==> src/rtl/uart_recv_flit_if.sv <==
// Flit hand-off channel between the UART flit receiver and the router inject port.
// The receiver drives valid/data and the consumer drives ready.
interface uart_recv_flit_if #(
    parameter int WIDTH = 66
);
    logic             valid;
    logic             ready;
    logic [WIDTH-1:0] data;

    modport master (output valid, output data, input ready);
    modport slave  (input valid, input data, output ready);
endinterface

==> src/rtl/uart_recv_flit.sv <==
// UART 8N1 receiver that reassembles 9-byte frames into 66-bit NoC flits and
// offers each flit through a single holding register on a valid/ready channel.
module uart_recv_flit #(
    parameter int WIDTH        = 66,
    parameter int CLK_FREQ     = 50000000,
    parameter int UART_BPS     = 9600,
    parameter int TIMEOUT_BITS = 20
) (
    input  logic              sys_clk,
    input  logic              sys_rst_n,
    input  logic              uart_rxd,
    uart_recv_flit_if.master  flit_if,
    output logic [3:0]        byte_cnt,
    output logic              frame_err,
    output logic              rx_timeout,
    output logic              overrun
);
    localparam int BPS_CNT  = CLK_FREQ / UART_BPS;
    localparam int TO_LIMIT = TIMEOUT_BITS * BPS_CNT;
    localparam int TO_W     = $clog2(TO_LIMIT + 1);

    localparam logic [15:0]     HALF_M1 = 16'(BPS_CNT / 2 - 1);
    localparam logic [15:0]     BIT_M1  = 16'(BPS_CNT - 1);
    localparam logic [TO_W-1:0] TO_M1   = TO_W'(TO_LIMIT - 1);

    typedef enum logic [1:0] {IDLE, START, DATA, STOP} state_t;

    state_t            state_reg, state_next;
    logic [15:0]       clk_cnt_reg, clk_cnt_next;
    logic [2:0]        bit_idx_reg, bit_idx_next;
    logic [7:0]        rx_byte_reg, rx_byte_next;
    logic              rx_meta_reg, rxs_reg, rxs_d_reg;
    logic [TO_W-1:0]   idle_cnt_reg;
    logic [63:0]       asm_reg, asm_next;
    logic [WIDTH-1:0]  flit_data_reg;
    logic              flit_valid_reg;
    logic              start_edge, byte_ok, byte_bad, complete, timeout_hit;

    assign start_edge  = rxs_d_reg & ~rxs_reg;
    assign complete    = byte_ok && (byte_cnt == 4'd8);
    assign timeout_hit = (state_reg == IDLE) && (byte_cnt != 4'd0) && !start_edge
                         && (idle_cnt_reg == TO_M1);

    assign flit_if.valid = flit_valid_reg;
    assign flit_if.data  = flit_data_reg;

    always_ff @(posedge sys_clk or negedge sys_rst_n) begin
        if (!sys_rst_n) begin
            state_reg   <= IDLE;
            clk_cnt_reg <= '0;
            bit_idx_reg <= '0;
            rx_byte_reg <= '0;
        end else begin
            state_reg   <= state_next;
            clk_cnt_reg <= clk_cnt_next;
            bit_idx_reg <= bit_idx_next;
            rx_byte_reg <= rx_byte_next;
        end
    end

    always_comb begin
        state_next   = state_reg;
        clk_cnt_next = clk_cnt_reg + 16'd1;
        bit_idx_next = bit_idx_reg;
        rx_byte_next = rx_byte_reg;
        byte_ok      = 1'b0;
        byte_bad     = 1'b0;
        case (state_reg)
            IDLE: begin
                clk_cnt_next = '0;
                if (start_edge)
                    state_next = START;
            end
            START: begin
                // Half a bit in: a line already back high was only a glitch.
                if (clk_cnt_reg == HALF_M1) begin
                    clk_cnt_next = '0;
                    bit_idx_next = '0;
                    state_next   = rxs_reg ? IDLE : DATA;
                end
            end
            DATA: begin
                if (clk_cnt_reg == BIT_M1) begin
                    clk_cnt_next = '0;
                    rx_byte_next = {rxs_reg, rx_byte_reg[7:1]};
                    bit_idx_next = bit_idx_reg + 3'd1;
                    if (bit_idx_reg == 3'd7)
                        state_next = STOP;
                end
            end
            STOP: begin
                if (clk_cnt_reg == BIT_M1) begin
                    clk_cnt_next = '0;
                    byte_ok      = rxs_reg;
                    byte_bad     = !rxs_reg;
                    state_next   = IDLE;
                end
            end
            default: state_next = IDLE;
        endcase
    end

    // One byte lane per low flit byte; lane k captures when byte k is accepted.
    for (genvar gi = 0; gi < 8; gi++) begin : g_lane
        assign asm_next[8*gi +: 8] = (byte_ok && byte_cnt == 4'(gi)) ? rx_byte_reg
                                                                    : asm_reg[8*gi +: 8];
    end

    always_ff @(posedge sys_clk or negedge sys_rst_n) begin
        if (!sys_rst_n) begin
            rx_meta_reg    <= 1'b1;
            rxs_reg        <= 1'b1;
            rxs_d_reg      <= 1'b1;
            idle_cnt_reg   <= '0;
            asm_reg        <= '0;
            byte_cnt       <= '0;
            frame_err      <= 1'b0;
            rx_timeout     <= 1'b0;
            overrun        <= 1'b0;
            flit_valid_reg <= 1'b0;
            flit_data_reg  <= '0;
        end else begin
            rx_meta_reg <= uart_rxd;
            rxs_reg     <= rx_meta_reg;
            rxs_d_reg   <= rxs_reg;
            asm_reg     <= asm_next;
            frame_err   <= byte_bad;
            rx_timeout  <= timeout_hit;
            overrun     <= complete && flit_valid_reg && !flit_if.ready;

            if (state_reg != IDLE || byte_cnt == 4'd0 || start_edge || timeout_hit)
                idle_cnt_reg <= '0;
            else
                idle_cnt_reg <= idle_cnt_reg + TO_W'(1);

            if (byte_bad || timeout_hit)
                byte_cnt <= '0;
            else if (byte_ok)
                byte_cnt <= (byte_cnt == 4'd8) ? 4'd0 : byte_cnt + 4'd1;

            // Holding register: a new flit only lands if the slot is free or draining.
            if (complete && (!flit_valid_reg || flit_if.ready)) begin
                flit_valid_reg <= 1'b1;
                flit_data_reg  <= {rx_byte_reg[1:0], asm_reg};
            end else if (flit_valid_reg && flit_if.ready) begin
                flit_valid_reg <= 1'b0;
            end
        end
    end
endmodule

==> src/flat_wrapper.sv <==
// flat-port wrapper written by rule: the top's interface ports become plain ports
module uart_recv_flit_flat 
#(
    parameter int WIDTH        = 66,
    parameter int CLK_FREQ     = 50000000,
    parameter int UART_BPS     = 9600,
    parameter int TIMEOUT_BITS = 20
)
  (sys_clk, sys_rst_n, uart_rxd, byte_cnt, frame_err, rx_timeout, overrun, flit_if_valid, flit_if_data, flit_if_ready);
  uart_recv_flit_if #(.WIDTH(WIDTH)) flit_if_i ();
  input  logic sys_clk;
  input  logic sys_rst_n;
  input  logic uart_rxd;
  output logic [3:0] byte_cnt;
  output logic frame_err;
  output logic rx_timeout;
  output logic overrun;
  output wire logic [$bits(flit_if_i.valid)-1:0] flit_if_valid;
  output wire logic [$bits(flit_if_i.data)-1:0] flit_if_data;
  input wire logic [$bits(flit_if_i.ready)-1:0] flit_if_ready;
  assign flit_if_valid = flit_if_i.valid;
  assign flit_if_data = flit_if_i.data;
  assign flit_if_i.ready = flit_if_ready;
  uart_recv_flit #(.WIDTH(WIDTH), .CLK_FREQ(CLK_FREQ), .UART_BPS(UART_BPS), .TIMEOUT_BITS(TIMEOUT_BITS)) u_core (.sys_clk(sys_clk), .sys_rst_n(sys_rst_n), .uart_rxd(uart_rxd), .flit_if(flit_if_i), .byte_cnt(byte_cnt), .frame_err(frame_err), .rx_timeout(rx_timeout), .overrun(overrun));
endmodule
==> config.mk <==
export PLATFORM = sky130hd
export DESIGN_NAME = uart_recv_flit_flat
export DESIGN_NICKNAME = d
export VERILOG_FILES = /design/src/rtl/uart_recv_flit_if.sv /design/src/rtl/uart_recv_flit.sv /design/src/flat_wrapper.sv
export SDC_FILE = /design/constraint.sdc
export NUM_CORES = 1
export LEC_CHECK = 0
export CORE_MARGIN = 1.5
export CORE_UTILIZATION = 45
export CTS_CLUSTER_DIAMETER = 30
export DETAILED_ROUTE_END_ITERATION = 7
export PLACE_DENSITY = 0.65
export SYNTH_ARGS = -nofsm -noshare
export SYNTH_HDL_FRONTEND = slang
export SYNTH_SLANG_ARGS = --single-unit
==> constraint.sdc <==
create_clock -name sys_clk -period 4.65 [get_ports sys_clk]
set_input_delay 0.465 -clock sys_clk [delete_from_list [all_inputs] [get_ports sys_clk]]
set_output_delay 0.465 -clock sys_clk [all_outputs]
set_load 0.005 [all_outputs]
==> impl_metrics.json, run 1 <==
{
  "netlist_instances": 563,
  "initial_utilization": 0.456,
  "slew_headroom": 0.255,
  "synth_compound_area_frac": 0.0176,
  "hold_path_class": "in2async",
  "leakagePower_nw": 4.51,
  "grt_pass1_vias": 4809,
  "synthSimpleGateAreaFrac": 0.0923,
  "ant_nets": 0,
  "tightest_slew_ns": 1.12,
  "final_common_cell": "dfrtp_1",
  "ys_seq_elements": 187,
  "die-area_sq_mm": 0.0182,
  "synth.area.top_cells": "dfrtp_1 59%, mux2_2 14%, mux2_4 7.7%",
  "hold_viol": 0,
  "cts.sinks": 187,
  "drt_wl_total_mm": 14.5,
  "drive_above_1_share": 0.280,
  "grt_setup_unrepaired": "false",
  "gp_congestion": 0.784,
  "synth_nets": 579,
  "ir_drop_v": 0.000267,
  "stdcell_count": 871,
  "worstPathCellList": "ha_1, and4b_1, and4_1, nand2_2, or4b_4, mux2_2",
  "slew_violations": 0,
  "largest_reg_flops": 66,
  "grt-ovfl-total": 0,
  "crit_type": "reg2reg",
  "htreeDepth": 4,
  "cts_setup_buffers": 0,
  "finalSetupTns_ns": 0,
  "seqPwrFrac": 0.502,
  "cp-end-kind": "flip-flop",
  "synthArstFlopShare": 1.00,
  "crit_arrival_ns": 3.38,
  "synth_fa_ha_area_frac": 0.0192,
  "synth_top_family_by_area": "multiplexers",
  "coreArea_sq_mm": 0.0172,
  "vias": 4566,
  "syn2layout_area_growth_pct": 19.6,
  "cts_tree": "built",
  "dp_hpwl_mm": 9.59,
  "p_sw_mw": 0.761,
  "dp_cells": 840,
  "pwr-share-comb": 0.054,
  "synth_enable_flop_cells": 0,
  "die_h_um": 135,
  "grt_pass1_wl_mm": 24.6,
  "netlist_area_sq_mm": 0.00784,
  "pin_count": 78,
  "diodes": 0,
  "avgSynthCellArea_sq_um": 13.9,
  "max_freq_ghz": 0.325,
  "clockRootBuffer": "clkbuf_16",
  "internal_power_mw": 2.56,
  "synth_cell_types": 45,
  "switching_share": 0.229,
  "track_usage": 0.176,
  "path_clk_slew_ns": 0.07,
  "drt-pass1-iter-count": 6,
  "required_ns": 4.96,
  "synthMuxAreaShare": 0.217,
  "crit_path_max_incr_delay_ns": 0.95,
  "antenna_found_initial": 0,
  "finClkSkew_ns": 0.00717,
  "synth_top_area_cell": "dfrtp_1",
  "cts_buffers": 17,
  "cts.repair.resized": 0,
  "insertion_delay_ns": 0.43,
  "cts_hold_buffers": 0,
  "drc_errors": 0,
  "wl_per_cell_um": 16.6,
  "grt_max_degree": 104,
  "synth-xor-area-share": 0.0313,
  "p_per_area_mw_per_mm2": 354,
  "drtIter0Drc": 214,
  "cp-start-kind": "flip-flop",
  "synth-seq-area-share": 0.598,
  "portBuffers": 77,
  "clock_power_share": 0.444,
  "clock_path_buffers": 2,
  "reg2reg_depth": 6,
  "finalCritPeriodShare": 0.661,
  "die_w_um": 135,
  "slowest_stage": "or4b_4",
  "synth_warnings": 0,
  "viasPerCell": 5.24,
  "nNetsFinal": 650,
  "final_cell_mix": "184 x dfrtp_1, 97 x mux2_2, 76 x clkdlybuf4s50_1",
  "status": "complete, no violations",
  "drv_cap": 0,
  "rows": 48,
  "final.min_clock_period_ns": 3.08,
  "path_max_fanout": 66,
  "synthFlopType": "dfrtp_1",
  "setup_violations": 0,
  "yosysTopAreaCellShare": 0.588
}
## cells in the mapped netlist, types with 5 or more instances
cell type and count:
xnor2_1 14, ha_1 12, mux2_4 40, xor2_1 14, mux2_2 97, buf_6 5, nor2_1 47, clkbuf_1 8
nand4_1 15, nand3_1 14, nand2_1 22, dfrtp_1 184, nor3_1 5, buf_1 8, a21oi_1 6, inv_1 14
## final timing paths
path / startpoint / endpoint / slack (ns)
setup / recovery: u_core.clk_cnt_reg[0] / u_core.flit_if.data[15] / 1.57
hold / removal: sys_rst_n / u_core.flit_if.data[47] / 0.15
setup reg to reg: u_core.clk_cnt_reg[0] / u_core.flit_if.data[15] / 1.57
hold reg to reg: u_core.rx_meta_reg / u_core.rxs_reg / 0.36
max in group asynchronous: sys_rst_n / u_core.rx_meta_reg / 3.50
min in group sys_clk: u_core.rx_meta_reg / u_core.rxs_reg / 0.36
## critical path: cells and delay by family, from the launching register on
kind / cells / cell delay (ns)
and+or+nand+nor: 4 / 1.76
adders and majority gates: 1 / 0.26
muxes: 1 / 0.46
DFF: 1 / 0.38
## metal layers
layer  part of all wire  vias up  global-route usage
met2               0.48       95               0.288
met5                  0        -                   0
met4              0.016        0              0.0603
met1               0.46     2342               0.233
li1                   -     2106                   -
met3              0.038       23              0.0390
## kinds of logic (layout without fill, tap and decap cells)
| group | Yosys count | in the layout |
|---|---|---|
| AOI/OAI and AO/OA | 21 | 21 |
| buffers and inverters | 40 | 123 |
| DFF | 187 | 187 |
| adders and majority gates | 12 | 12 |
| and+or+nand+nor | 137 | 137 |
| muxes | 138 | 138 |
| xor gates and xnor gates | 28 | 28 |
## power by group through the flow
stage | Sequential [mW] | Combinational (mW) | Clock [mW]
5_1_grt | 1.66 | 0.208 | 1.58
4_1_cts | 1.66 | 0.184 | 1.51
3_5_place_dp | 1.69 | 0.184 | 0
2_1_floorplan | 1.69 | 0.124 | 0
6_report | 1.66 | 0.181 | 1.47
3_3_place_gp | 1.69 | 0.173 | 0
## area by class of cell
class / count / area, sq um
well taps: 225 / 282
fillers: 1429 / 7800
inverters: 14 / 52.6
flip-flops and latches: 187 / 4680
clock buffers: 18 / 439
repair buffers: 78 / 792
multi-input cells: 336 / 2960
clock inverters: 13 / 166
## through the flow
stage	power (mW)	hold WS, ns	instance area (sq um)	utilization	setup slack (ns)
3_5_place_dp	1.88	0.352	8770	0.510	1.61
3_3_place_gp	1.86	0.347	8770	0.510	1.72
2_1_floorplan	1.81	0.169	7840	-	2.35
5_1_grt	3.45	0.210	9370	0.546	1.42
6_report	3.32	0.145	9370	0.546	1.57
4_1_cts	3.35	0.168	9370	0.546	1.61
Note: power is estimated with default switching activity, not from simulation.
==> inputs of run 2 (changes only) <==
PLACE_DENSITY = 0.68   (was 0.65)
clock period = 2.55 ns   (was 4.65 ns; I/O delays follow)
==> impl_metrics.json, run 2 (synthesis gave the netlist of run 1 again) <==
{
  "tightest_slew_ns": 0.642,
  "vias": 4633,
  "r2r_slack_ns": 0.11,
  "drv_cap": 0,
  "grt-ovfl-total": 0,
  "finClkSkew_ns": 0.00996,
  "initial_utilization": 0.456,
  "switching_share": 0.235,
  "drc_errors": 0,
  "hold_viol": 0,
  "hold_path_class": "in2reg",
  "drt_wl_total_mm": 15.4,
  "register_area_sq_mm": 0.00468,
  "internal_power_mw": 4.39,
  "gp_congestion": 0.807,
  "leakagePower_nw": 4.56,
  "finalCritPeriodShare": 0.957,
  "cts.sinks": 187,
  "viasPerCell": 5.25,
  "dp_hpwl_mm": 10.1,
  "slew_headroom": 0.568,
  "grt_setup_unrepaired": "false",
  "die-area_sq_mm": 0.0182,
  "p_per_area_mw_per_mm2": 609,
  "clock_power_share": 0.413,
  "multiInputGateArea_sq_mm": 0.00296,
  "htreeDepth": 4,
  "cp-end-kind": "flip-flop",
  "coreArea_sq_mm": 0.0172,
  "seqPwrFrac": 0.527,
  "insertion_delay_ns": 0.43,
  "ir_drop_v": 0.000437,
  "hold-worst-slack_ns": 0.230,
  "antenna_found_initial": 0,
  "grt_pass1_wl_mm": 25.0,
  "setup_violations": 0,
  "ant_nets": 0,
  "crit_path_max_incr_delay_ns": 0.60,
  "fillers": 1407,
  "cp-start-kind": "flip-flop",
  "p_sw_mw": 1.35,
  "required_ns": 2.87,
  "crit_arrival_ns": 2.76,
  "path_clk_slew_ns": 0.07,
  "diodes": 0,
  "pwr-share-comb": 0.060,
  "rows": 48,
  "final_cell_mix": "184 x dfrtp_1, 97 x mux2_2, 76 x clkdlybuf4s50_1",
  "nNetsFinal": 662,
  "cts_buffers": 17,
  "drtIter0Drc": 297,
  "die_w_um": 135,
  "portBuffers": 77,
  "clockRootBuffer": "clkbuf_16",
  "cts_tree": "built",
  "worstPathCellList": "ha_2, and4b_1, and4_1, nand2_2, or4b_4, clkbuf_16, mux2_4",
  "final_common_cell": "dfrtp_1",
  "post-route-util": 0.550,
  "track_usage": 0.178,
  "clock_path_buffers": 2,
  "path_max_fanout": 33,
  "slowest_stage": "or4b_4",
  "max_freq_ghz": 0.410,
  "syn2layout_area_growth_pct": 20.5,
  "wl_per_cell_um": 17.5,
  "largest_reg_flops": 66,
  "grt_max_degree": 86,
  "finalPower_mw": 5.75,
  "grt_pass1_vias": 4744,
  "drive_above_1_share": 0.290,
  "die_h_um": 135,
  "slew_violations": 0,
  "drt-pass1-iter-count": 4,
  "status": "complete, no violations",
  "final.min_clock_period_ns": 2.44,
  "pin_count": 78,
  "finalSetupTns_ns": 0,
  "crit_type": "reg2reg"
}
==> run 2: cell count changes in the layout (fill, tap and decap cells not counted), sizes merged, moves of 3 or more <==
cell,change
bufinv,-3
clkinv,+4
clkbuf,+4
buf,+10
clkinvlp,-3
==> run 2: per-stage QoR <==
| step | cell area [sq um] | worst slack, ns | instances |
|---|---|---|---|
| 2_1_floorplan | 7840 | 0.253 | 563 |
| 3_3_place_gp | 8850 | 0.153 | 848 |
| 3_5_place_dp | 8850 | 0.0542 | 848 |
| 4_1_cts | 9390 | 0.0147 | 880 |
| 5_1_grt | 9440 | 0.00687 | 883 |
| 6_report | 9440 | 0.110 | 883 |
==> run 2: power groups by stage <==
stage	clock, mW	combinational (mW)	sequential, mW
floorplan	0	0.226	3.07
global placement	0	0.327	3.08
detailed placement	0	0.343	3.08
CTS	2.44	0.348	3.03
global route	2.58	0.396	3.03
finish	2.38	0.345	3.03
==> run 2: final cells by class <==
class / instances / share of cell area
inverters: 14 / 0.00557
well taps: 225 / 0.0298
flip-flops and latches: 187 / 0.496
repair buffers: 90 / 0.0990
multi-input cells: 336 / 0.314
clock inverters: 10 / 0.00729
clock buffers: 21 / 0.0488
==> run 2: repair_timing <==
action / 4_1_cts / 5_1_grt
endpoints found under the hold margin: 51 / 0
gates resized for setup: 0 / 2
hold buffers: 1 / 0
buffers inserted: 0 / 2
setup endpoints to repair: 0 / 64
==> run 2: worst paths after layout <==
path	from	endpoint	cells after the start
max	u_core.clk_cnt_reg[0]	u_core.flit_if.data[46]	7
min	uart_rxd	u_core.rx_meta_reg	1
max reg2reg	u_core.clk_cnt_reg[0]	u_core.flit_if.data[46]	7
min reg2reg	u_core.rx_meta_reg	u_core.rxs_reg	0
max in group asynchronous	sys_rst_n	u_core.rxs_d_reg	3
min in group asynchronous	sys_rst_n	u_core.flit_if.data[41]	2
==> run 2: critical path, delay by kind of cell, from the launching register on <==
kind / cells / cell delay, ns
flops: 1 / 0.37
fa+ha+maj: 1 / 0.23
buf+inv: 1 / 0.26
simple gates: 4 / 1.13
mux: 1 / 0.32
==> run 2: per-layer routing <==
layer | GRT usage | share of wire | vias to the layer above
met3 | 0.0383 | 0.037 | 13
met1 | 0.246 | 0.47 | 2392
met5 | 0 | 0 | -
met4 | 0.0579 | 0.011 | 0
met2 | 0.282 | 0.48 | 101
li1 | - | - | 2127
